==> config.mk <==
export PLATFORM = sky130hd
export DESIGN_NAME = conv_window_mac_flat
export DESIGN_NICKNAME = d
export VERILOG_FILES = /design/src/rtl/conv_window_mac_pkg.sv /design/src/rtl/conv_window_mac_if.sv /design/src/rtl/conv_window_mac_col_unit.sv /design/src/rtl/conv_window_mac.sv /design/src/flat_wrapper.sv
export SDC_FILE = /design/constraint.sdc
export NUM_CORES = 2
export LEC_CHECK = 0
export CORE_MARGIN = 5
export CORE_UTILIZATION = 41
export CTS_CLUSTER_DIAMETER = 40
export DETAILED_ROUTE_END_ITERATION = 10
export GPL_TIMING_DRIVEN = 0
export HOLD_SLACK_MARGIN = 0.15
export PLACE_DENSITY = 0.61
export SETUP_SLACK_MARGIN = 0.3
export SYNTH_ARGS = -nofsm -noshare
export SYNTH_HDL_FRONTEND = slang
export SYNTH_SLANG_ARGS = --single-unit
==> constraint.sdc <==
create_clock -name clk -period 11.83 [get_ports clk]
set_clock_uncertainty 0.05 [all_clocks]
set_input_delay 2.366 -clock clk [delete_from_list [all_inputs] [get_ports clk]]
set_output_delay 2.366 -clock clk [all_outputs]
set_load 0.1 [all_outputs]
==> src/rtl/conv_window_mac_pkg.sv <==
// Shared constants, state encoding and element-unpacking helper for the
// weight-stationary convolution MAC stage.
package conv_window_mac_pkg;

  localparam int DATA_WIDTH = 8;
  localparam int WS_DEPTH   = 5;
  localparam int WS_WIDTH   = 40;
  localparam int ACC_WIDTH  = 32;
  localparam int PROD_WIDTH = 2 * DATA_WIDTH;

  typedef logic [1:0] mac_state_t;

  localparam mac_state_t ST_IDLE  = 2'd0;
  localparam mac_state_t ST_MAC   = 2'd1;
  localparam mac_state_t ST_DRAIN = 2'd2;
  localparam mac_state_t ST_OUT   = 2'd3;

  typedef logic signed [DATA_WIDTH-1:0]        elem_t;
  typedef logic [WS_DEPTH-1:0][WS_WIDTH-1:0]   ws_rows_t;

  // Column 0 is the MSB byte of the row.
  function automatic elem_t get_elem(input logic [WS_WIDTH-1:0] row, input logic [2:0] col);
    elem_t e;
    e = '0;
    for (int j = 0; j < WS_DEPTH; j++) begin
      if (int'(col) == j) e = row[WS_WIDTH-1-j*DATA_WIDTH -: DATA_WIDTH];
    end
    return e;
  endfunction

endpackage

==> src/rtl/conv_window_mac_if.sv <==
// Weight store, activation, bias and result handshake bundle for conv_window_mac.
interface conv_window_mac_if;
  import conv_window_mac_pkg::*;

  logic                 ws_full;
  logic                 ws_invalidate;
  ws_rows_t             ws_rd_data;
  logic [3:0]           param_r;
  logic [3:0]           param_s;
  logic                 act_valid;
  logic                 act_ready;
  ws_rows_t             act_data;
  logic [ACC_WIDTH-1:0] bias;
  logic                 out_valid;
  logic                 out_ready;
  logic [ACC_WIDTH-1:0] out_data;
  logic                 busy;
  logic                 param_err;

  modport master (
    output ws_full, ws_invalidate, ws_rd_data, param_r, param_s,
    output act_valid, act_data, bias, out_ready,
    input  act_ready, out_valid, out_data, busy, param_err
  );

  modport slave (
    input  ws_full, ws_invalidate, ws_rd_data, param_r, param_s,
    input  act_valid, act_data, bias, out_ready,
    output act_ready, out_valid, out_data, busy, param_err
  );

endinterface

==> src/rtl/conv_window_mac_col_unit.sv <==
// One kernel column per cycle: five signed int8 products, rows >= R masked,
// summed and registered (1-cycle latency, valid travels alongside).
module conv_window_mac_col_unit
  import conv_window_mac_pkg::*;
(
  input  logic                       clk,
  input  logic                       rst_n,
  input  logic                       valid_i,
  input  logic [3:0]                 r_i,
  input  elem_t [WS_DEPTH-1:0]       w_i,
  input  elem_t [WS_DEPTH-1:0]       a_i,
  output logic                       valid_o,
  output logic [ACC_WIDTH-1:0]       sum_o
);

  logic signed [PROD_WIDTH-1:0] prod [WS_DEPTH];
  logic signed [ACC_WIDTH-1:0]  sum_d;
  logic [ACC_WIDTH-1:0]         sum_q;
  logic                         valid_q;

  always_comb begin
    sum_d = '0;
    for (int i = 0; i < WS_DEPTH; i++) begin
      prod[i] = $signed(w_i[i]) * $signed(a_i[i]);
      if (i >= int'(r_i)) prod[i] = '0;
      sum_d = sum_d + ACC_WIDTH'(prod[i]);
    end
  end

  always_ff @(posedge clk or negedge rst_n) begin
    if (!rst_n) begin
      valid_q <= 1'b0;
      sum_q   <= '0;
    end else begin
      valid_q <= valid_i;
      sum_q   <= sum_d;
    end
  end

  assign valid_o = valid_q;
  assign sum_o   = sum_q;

endmodule

==> src/rtl/conv_window_mac.sv <==
// Weight-stationary convolution MAC: captures one RxS window plus weights,
// accumulates one column per cycle onto BIAS and returns the 32b dot product.
//
//  state    | meaning
//  ---------+----------------------------------------------------------
//  ST_IDLE  | waiting for weights-ready and a valid window
//  ST_MAC   | issuing columns 0..S-1 to the column unit
//  ST_DRAIN | column pipeline and accumulator settling
//  ST_OUT   | result presented, held until out_ready
module conv_window_mac
  import conv_window_mac_pkg::*;
(
  input  logic               clk,
  input  logic               rst_n,
  conv_window_mac_if.slave   bus
);

  mac_state_t           state_q, state_d;
  logic                 ws_rdy_q;
  logic                 param_err_q;
  ws_rows_t             w_q, a_q;
  logic [3:0]           r_q, s_q;
  logic [2:0]           col_q;
  logic [1:0]           drain_q;
  logic [ACC_WIDTH-1:0] acc_q, acc_d;
  logic [ACC_WIDTH-1:0] out_data_q;

  logic                 params_ok, accept, last_col, drain_done;
  elem_t [WS_DEPTH-1:0] w_col, a_col;
  logic                 col_valid;
  logic [ACC_WIDTH-1:0] col_sum;

  assign params_ok = (bus.param_r >= 4'd1) && (bus.param_r <= 4'(WS_DEPTH)) &&
                     (bus.param_s >= 4'd1) && (bus.param_s <= 4'(WS_DEPTH));
  assign bus.act_ready = (state_q == ST_IDLE) && ws_rdy_q && params_ok;
  assign accept        = bus.act_valid && bus.act_ready;
  assign last_col      = (col_q == 3'(s_q - 4'd1));
  // Three settle cycles put OUT_VALID at accept + S + 3.
  assign drain_done    = (drain_q == 2'd2);

  always_comb begin
    state_d = state_q;
    case (state_q)
      ST_IDLE:  if (accept)        state_d = ST_MAC;
      ST_MAC:   if (last_col)      state_d = ST_DRAIN;
      ST_DRAIN: if (drain_done)    state_d = ST_OUT;
      ST_OUT:   if (bus.out_ready) state_d = ST_IDLE;
      default:                     state_d = ST_IDLE;
    endcase
  end

  always_comb begin
    acc_d = acc_q;
    if (accept)         acc_d = bus.bias;
    else if (col_valid) acc_d = acc_q + col_sum;
  end

  always_comb begin
    for (int i = 0; i < WS_DEPTH; i++) begin
      w_col[i] = get_elem(w_q[i], col_q);
      a_col[i] = get_elem(a_q[i], col_q);
    end
  end

  conv_window_mac_col_unit u_col (
    .clk     (clk),
    .rst_n   (rst_n),
    .valid_i (state_q == ST_MAC),
    .r_i     (r_q),
    .w_i     (w_col),
    .a_i     (a_col),
    .valid_o (col_valid),
    .sum_o   (col_sum)
  );

  always_ff @(posedge clk or negedge rst_n) begin
    if (!rst_n) begin
      state_q     <= ST_IDLE;
      ws_rdy_q    <= 1'b0;
      param_err_q <= 1'b0;
      w_q         <= '0;
      a_q         <= '0;
      r_q         <= '0;
      s_q         <= '0;
      col_q       <= '0;
      drain_q     <= '0;
      acc_q       <= '0;
      out_data_q  <= '0;
    end else begin
      state_q <= state_d;

      if (bus.ws_invalidate)  ws_rdy_q <= 1'b0;
      else if (bus.ws_full)   ws_rdy_q <= 1'b1;

      if ((state_q == ST_IDLE) && bus.act_valid && !params_ok) param_err_q <= 1'b1;

      if (accept) begin
        w_q <= bus.ws_rd_data;
        a_q <= bus.act_data;
        r_q <= bus.param_r;
        s_q <= bus.param_s;
      end

      if (accept)                                col_q <= '0;
      else if ((state_q == ST_MAC) && !last_col) col_q <= col_q + 3'd1;

      if (state_q == ST_DRAIN) drain_q <= drain_q + 2'd1;
      else                     drain_q <= '0;

      acc_q <= acc_d;

      if ((state_q == ST_DRAIN) && drain_done) out_data_q <= acc_q;
    end
  end

  assign bus.out_valid = (state_q == ST_OUT);
  assign bus.out_data  = out_data_q;
  assign bus.busy      = (state_q != ST_IDLE);
  assign bus.param_err = param_err_q;

endmodule
==> src/flat_wrapper.sv <==
// flat-port wrapper written by rule: the top's interface ports become plain ports
module conv_window_mac_flat import conv_window_mac_pkg::*;
  (clk, rst_n, bus_ws_full, bus_ws_invalidate, bus_ws_rd_data, bus_param_r, bus_param_s, bus_act_valid, bus_act_data, bus_bias, bus_out_ready, bus_act_ready, bus_out_valid, bus_out_data, bus_busy, bus_param_err);
  conv_window_mac_if bus_i ();
  input  logic clk;
  input  logic rst_n;
  input wire logic [$bits(bus_i.ws_full)-1:0] bus_ws_full;
  input wire logic [$bits(bus_i.ws_invalidate)-1:0] bus_ws_invalidate;
  input wire logic [$bits(bus_i.ws_rd_data)-1:0] bus_ws_rd_data;
  input wire logic [$bits(bus_i.param_r)-1:0] bus_param_r;
  input wire logic [$bits(bus_i.param_s)-1:0] bus_param_s;
  input wire logic [$bits(bus_i.act_valid)-1:0] bus_act_valid;
  input wire logic [$bits(bus_i.act_data)-1:0] bus_act_data;
  input wire logic [$bits(bus_i.bias)-1:0] bus_bias;
  input wire logic [$bits(bus_i.out_ready)-1:0] bus_out_ready;
  output wire logic [$bits(bus_i.act_ready)-1:0] bus_act_ready;
  output wire logic [$bits(bus_i.out_valid)-1:0] bus_out_valid;
  output wire logic [$bits(bus_i.out_data)-1:0] bus_out_data;
  output wire logic [$bits(bus_i.busy)-1:0] bus_busy;
  output wire logic [$bits(bus_i.param_err)-1:0] bus_param_err;
  assign bus_i.ws_full = bus_ws_full;
  assign bus_i.ws_invalidate = bus_ws_invalidate;
  assign bus_i.ws_rd_data = bus_ws_rd_data;
  assign bus_i.param_r = bus_param_r;
  assign bus_i.param_s = bus_param_s;
  assign bus_i.act_valid = bus_act_valid;
  assign bus_i.act_data = bus_act_data;
  assign bus_i.bias = bus_bias;
  assign bus_i.out_ready = bus_out_ready;
  assign bus_act_ready = bus_i.act_ready;
  assign bus_out_valid = bus_i.out_valid;
  assign bus_out_data = bus_i.out_data;
  assign bus_busy = bus_i.busy;
  assign bus_param_err = bus_i.param_err;
  conv_window_mac u_core (.clk(clk), .rst_n(rst_n), .bus(bus_i));
endmodule
# Word-level counts from Yosys, hierarchy flattened
# Index checks and enable logic that the tools add are counted.
[totals]
regBits = 501
output_inout_bits = 36
elab_cells = 142
[op_classes]
add_sub_neg = 8
n_mul = 5
n_lt_le_gt_ge = 9
n_eq_ne = 13
n_mux = 67
reduce_logical = 19
[op_table]
columns = ["operator", "count"]
rows = [
  ["2-to-1 mux 8 bit", 50],
  ["multiplier 8 x 8 -> 16 bit", 5],
  ["2-to-1 mux 16 bit", 5],
  ["2-to-1 mux 32 bit", 2],
  ["adder 32 bit", 1],
  ["adder 19 x 16 -> 20 bit", 1],
  ["adder 18 x 16 -> 19 bit", 1],
  ["adder 17 x 16 -> 18 bit", 1],
  ["adder 16 x 16 -> 17 bit", 1],
  ["logical AND 1 bit", 10],
  ["2-to-1 mux 2 bit", 5],
  ["equality test 3 bit (second input constant)", 3],
  [">= comparator 1 x 4 -> 1 bit (first input constant)", 2],
  [">= comparator 2 x 4 -> 1 bit (first input constant)", 2],
  [">= comparator 4 x 1 -> 1 bit (second input constant)", 2],
  ["less-or-equal comparator 4 x 3 -> 1 bit (second input constant)", 2],
  ["case mux 2 bit (4 select lines)", 1],
  ["nonzero test 2 bit", 4],
  ["equality test 2 bit (second input constant)", 3],
  ["2-to-1 mux 3 bit", 2],
  ["inequality test 2 x 1 -> 1 bit (second input constant)", 3],
  [">= comparator 3 x 4 -> 1 bit (first input constant)", 1],
  ["AND reduction 4 bit", 1],
  ["adder 3 x 1 -> 3 bit (second input constant)", 1],
  ["10 further kinds", 12],
]

# Logic depth before layout (Yosys ltp)
[depth]
ltp_word = 12
mapped_depth = 43
ltp_nobuf = 41

# By module
# Synthesis repeated with hierarchy kept, for this count alone.
[hier_totals]
cells_unflattened = 4454
hier_area_um2 = 37925.1
[modules_own_cells]
columns = ["module", "instances", "cells_per_inst", "area_each_um2", "seq_area_each_um2"]
rows = [
  ["conv_window_mac", 1, 2772, 22814.4, 12011.5],
  ["conv_window_mac_col_unit", 1, 1682, 15110.7, 525.5],
]

# Worst setup path after synthesis
# Ideal clock, no wire load.
[synth_path]
path_type = "register -> register"
start = "register u_core.col_q[0]"
end = "register u_core.u_col.sum_o[19] (netlist name)"
arrival_time_ns = 8.794
required_ns = 11.686
slack_ns = 2.892
path_stages_with_launch = 42
n_path_buf = 3
synth_period_minus_slack_ns = 8.938
path_cell_list = "dfrtp_1 > inv_1 > ha_1 > nor3b_1 > buf_2 > buf_2 > buf_2 > a221oi_1 > nor3_1 > a21oi_1 > nor2_1 > a21oi_1 > nor2_1 > fa_1 > inv_1 > fa_1 > inv_1 > fa_1 > [... 6 more ...] > o41a_1 > xnor2_1 > nor2_1 > fa_1 > fa_1 > inv_1 > fa_1 > inv_1 > ha_1 > a21o_1 > a21o_1 > a21o_1 > nand2_1 > nand2_1 > a41o_1 > o41ai_2 > nor3b_1 > a211oi_1"
[synth_via]
elab_chain_len = 12
elab_cells_between_ends = 69
cone_classes = "4 x add/sub; 5 x mul; 4 x eq/ne; 55 x mux; 1 x reduce/logical"
[synth_rtl]
columns = ["element", "line_no", "rtl"]
rows = [
  ["start, declared", "conv_window_mac.sv:23", "logic [2:0] col_q;"],
  ["start signal, assigned", "conv_window_mac.sv:105", "else if ((state_q == ST_MAC) && !last_col) col_q <= col_q + 3'd1;"],
  ["zero test 3 bit", "conv_window_mac_pkg.sv:26", "if (int'(col) == j) e = row[WS_WIDTH-1-j*DATA_WIDTH -: DATA_WIDTH];"],
  ["2-to-1 mux 8 bit (5 in a row)", "conv_window_mac_pkg.sv:26", ""],
  ["multiplier 8 x 8 -> 16 bit", "conv_window_mac_col_unit.sv:24", "prod[i] = $signed(w_i[i]) * $signed(a_i[i]);"],
  ["2-to-1 mux 16 bit", "conv_window_mac_col_unit.sv:25", "if (i >= int'(r_i)) prod[i] = '0;"],
  ["adder 16 x 16 -> 17 bit", "conv_window_mac_col_unit.sv:26", "sum_d = sum_d + ACC_WIDTH'(prod[i]);"],
  ["adder 17 x 16 -> 18 bit", "conv_window_mac_col_unit.sv:26", ""],
  ["adder 18 x 16 -> 19 bit", "conv_window_mac_col_unit.sv:26", ""],
  ["adder 19 x 16 -> 20 bit (*)", "conv_window_mac_col_unit.sv:26", ""],
  ["net u_core.u_col.sum_d[19]", "conv_window_mac_col_unit.sv:17", "logic signed [ACC_WIDTH-1:0] sum_d;"],
]
# The timed path passes the listed nets; every way through them passes the cells marked *.
# A chain may end at the register's enable or synchronous reset.

# Worst setup path in the final report
[layout_path]
start = "register u_core.col_q[0]"
end = "register u_core.u_col.sum_o[19] (netlist name)"
[layout_via]
elab_chain_len = 12
elab_cells_between_ends = 69
cone_classes = "4 x add/sub; 5 x mul; 4 x eq/ne; 55 x mux; 1 x reduce/logical"
[layout_rtl]
columns = ["element", "line_no"]
rows = [
  ["zero test 3 bit", "conv_window_mac_pkg.sv:26"],
  ["2-to-1 mux 8 bit (5 in a row)", "conv_window_mac_pkg.sv:26"],
  ["multiplier 8 x 8 -> 16 bit", "conv_window_mac_col_unit.sv:24"],
  ["2-to-1 mux 16 bit", "conv_window_mac_col_unit.sv:25"],
  ["adder 16 x 16 -> 17 bit", "conv_window_mac_col_unit.sv:26"],
  ["adder 17 x 16 -> 18 bit", "conv_window_mac_col_unit.sv:26"],
  ["adder 18 x 16 -> 19 bit", "conv_window_mac_col_unit.sv:26"],
  ["adder 19 x 16 -> 20 bit (*)", "conv_window_mac_col_unit.sv:26"],
  ["net u_core.u_col.sum_d[19]", "conv_window_mac_col_unit.sv:17"],
]
# Marked as above.

==> impl_metrics.csv <==
group,metric,value,unit
run,maxCapViolations,0,
cts,cts_tree,"done",
cts,htreeDepth,3,
placed_design,portBuffers,481,
drt,first_pass_iters,7,
floorplanning,ios,482,
synthesis,synth_ff_type,"dfrtp_1",
setup_path,path_delay_family,"adder cells",
timing,layout_worst_path_cycle_share,0.949,
layout,fin_area,0.0471,sq mm
cts,clk_pin_slew,0.05,ns
layout,finalNetCount,5992,
synthesis,yosysTopAreaCellShare,0.334,
timing,rsz0062_at_grt,"no",
floorplanning,die_area,0.0976,sq mm
timing,finalCriticalPeriod,11.23,ns
synthesis,syn-num-nets,5419,
cts,insertion_delay,0.71,ns
power_and_ir_drop,switchingPower,5.69,mW
cts,cts_buffer_depth,3,
global_route,grt_util_met3,0.0674,
drt,antenna_left,0,
synthesis,ys_seq_area_frac,0.334,
layout,final_cell_mix,"nand2_1 (1369), dfrtp_1 (501), clkdlybuf4s50_1 (480), inv_1 (462), nor2_1 (411)",
timing,setup_viol,0,
placed_design,hpwl,118000,microns
power_and_ir_drop,peakVddDrop,0.135,mV
setup_path,cp-end-kind,"register",
synthesis,ys_seq_elements,501,
synthesis,syn-cell-area,0.0375,sq mm
synthesis,syn_inst,4439,
layout,stdcell_count,6279,
timing,relSlewSlack,0.101,
timing,hold_viol_final,0,
global_route,grt_pass1_wl,215000,microns
timing,hold_slack,0.408,ns
cts,numCtsBuffers,85,
setup_path,crit_cells,38,
floorplanning,start_util,0.411,
placed_design,gp_congestion,0.972,
layout,drive_above_1_share,0.0633,
floorplanning,die_y,312,microns
global_route,grt_pass1_vias,34360,
power_and_ir_drop,combPwrFrac,0.550,
synthesis,syn_area_per_cell,8.45,sq um
timing,slew_violations,0,
setup_path,path_class,"reg -> reg",
power_and_ir_drop,power_leakage,23.8,nW
cts,cts_sinks,501,
setup_path,critPathRequiredTime,12.27,ns
floorplanning,die_w,312,microns
layout,syn2layout_area_growth,25.6,%
floorplanning,core,0.0912,sq mm
setup_path,cpMostUsedCell,"fa_1",
setup_path,rr_worst_depth,38,
global_route,grt_remaining_overflow,0,
drt,wl,145000,microns
synthesis,yosysTopAreaCell,"dfrtp_1",
drt,drt_iter0_drc,3283,
setup_path,cpPeakStageDelay,0.75,ns
placed_design,place_ws,0.562,ns
global_route,top_usage_layer,"met2",
setup_path,cpMaxStageDelayCell,"nor3_1",
global_route,antenna_found_initial,14,
global_route,grt_use_total,0.294,
global_route,use_met1,0.377,
drt,vias,33319,
timing,setup_ws,0.602,ns
power_and_ir_drop,power_density,254,mW/mm^2
setup_path,cp.arrival,11.66,ns
run_status,status,"completed",
synthesis,ys_types,64,
power_and_ir_drop,pwr-share-seq,0.227,
layout,final_common_cell,"nand2_1",
placed_design,place_inst,6111,
drt,avgRoutedWirePerCell,23.2,microns
hold_path,hp-class,"reg -> reg",
hold_path,hold_depth,1,
timing,setup_tns,0,ns
power_and_ir_drop,internal-power,6.27,mW
synthesis,synth.top_cells.by_area,"dfrtp_1 (33%), fa_1 (17%), nand2_1 (14%)",
cts,cts_root_buf,"clkbuf_16",
power_and_ir_drop,switching_share,0.476,
cts,cts_setup_buffers,0,
power_and_ir_drop,p_clk_frac,0.223,
floorplanning,rows,111,
synthesis,async_flop_share,1.00,
synthesis,synth_edf_count,0,
drt,drcViolationCount,0,
global_route,gr-usage-met2,0.466,
setup_path,cp-start-kind,"register",
setup_path,path_buf_inv,8,
synthesis,ys.warnings.count,0,
global_route,grt_max_degree,115,
setup_path,crit_fanout,10,
drt,viasPerCell,5.31,
placed_design,placed_area,0.0439,sq mm
timing,tightest_slew,1.35,ns
timing,max_freq,89.1,MHz
[routing by layer]
metal / routed length (microns) / vias up
met5: 66 / -
met4: 9340 / 8
met3: 13700 / 381
met2: 64900 / 1676
met1: 57300 / 16110
li1: - / 15144
[through the flow]
step / utilization / power, mW
finish: 0.516 / 12.0
detailed placement: 0.481 / 9.21
CTS: 0.516 / 11.9
floorplan: - / 7.04
global route: 0.516 / 12.8
global placement: 0.480 / 9.14
[cell families (layout without fill, tap and decap cells)]
logic type,count (synthesis),count (layout),share of synthesized area
other,0,9,0
adders and majority gates,534,534,0.244
AOI/OAI and AO/OA,512,512,0.0870
xor gates and xnor gates,132,132,0.0308
buffers and inverters,651,1296,0.0678
and+or+nand+nor,2053,2053,0.220
muxes,56,56,0.0160
DFF,501,501,0.334
[worst register-to-register path: cells and delay by family, from the launching register on]
family	cells	cell delay [ns]
buffers and inverters	8	1.38
XOR/XNOR	1	0.32
AO/OA/AOI/OAI	10	2.92
AND/OR/NAND/NOR	8	1.61
adder cells (fa/ha/maj)	11	4.35
flip-flops	1	0.43
[worst paths after layout]
kind	start	end	slack (ns)
max in group asynchronous	rst_n	u_core.a_q[146]$_DFFE_PN0P_	7.49
worst min-delay path	u_core.drain_q[0]$_DFF_PN0_	u_core.drain_q[0]$_DFF_PN0_	0.41
worst max-delay path	u_core.col_q[0]$_DFFE_PN0P_	u_core.u_col.sum_o[19]$_DFF_PN0_	0.60
worst max register to register	u_core.col_q[0]$_DFFE_PN0P_	u_core.u_col.sum_o[19]$_DFF_PN0_	0.60
worst min register to register	u_core.drain_q[0]$_DFF_PN0_	u_core.drain_q[0]$_DFF_PN0_	0.41
min in group asynchronous	rst_n	u_core.acc_q[31]$_DFFE_PN0P_	1.69
[power by group through the flow]
stage / clock network (mW) / registers (mW) / logic, mW
CTS: 2.68 / 2.70 / 6.52
detailed placement: 0 / 2.72 / 6.49
global placement: 0 / 2.73 / 6.42
global route: 2.76 / 2.78 / 7.26
finish: 2.67 / 2.72 / 6.58
floorplan: 0 / 2.91 / 4.13
[sequential cells by signal (all words and copies together), names as in the netlist, 2 cells and up]
| name | cells |
|---|---|
| u_core.state_q | 2 |
| u_core.w_q | 200 |
| u_core.acc_q | 32 |
| u_core.s_q | 3 |
| u_core.bus.out_data | 32 |
| u_core.r_q | 4 |
| u_core.col_q | 3 |
| u_core.a_q | 200 |
| u_core.drain_q | 2 |
| u_core.u_col.sum_o | 20 |
[area by class of cell]
type                    count  area [sq um]
diodes                      9          22.5
plain buffers             189           816
clock buffers             103          2280
clock inverters            56           842
fillers                  8731         44100
inverters                 462          1730
multi-input cells        3287         22400
flip-flops and latches    501         12500
well taps                1186          1480
repair buffers            486          4940
[synth_stat cells, drive strengths merged, types with 5 or more instances]
master and count:
a211oi 6, a21o 40, a21oi 225, a221oi 80, a31oi 5, and2 17
and3 7, buf 81, clkbuf 108, dfrtp 501, fa 327, ha 207
inv 462, mux2 32, mux2i 24, nand2 1369, nand2b 30, nand3 8
nand4 5, nor2 412, nor2b 47, nor3 100, o211ai 6, o21a 22
o21ai 86, o21bai 12, or2 40, or3 10, xnor2 97, xor2 35
[what timing repair did]
action | CTS | global route
hold buffers | 0 | 0
setup endpoints to repair | 0 | 4
resized for setup | 0 | 19
Power figures use the tool's default switching activity.
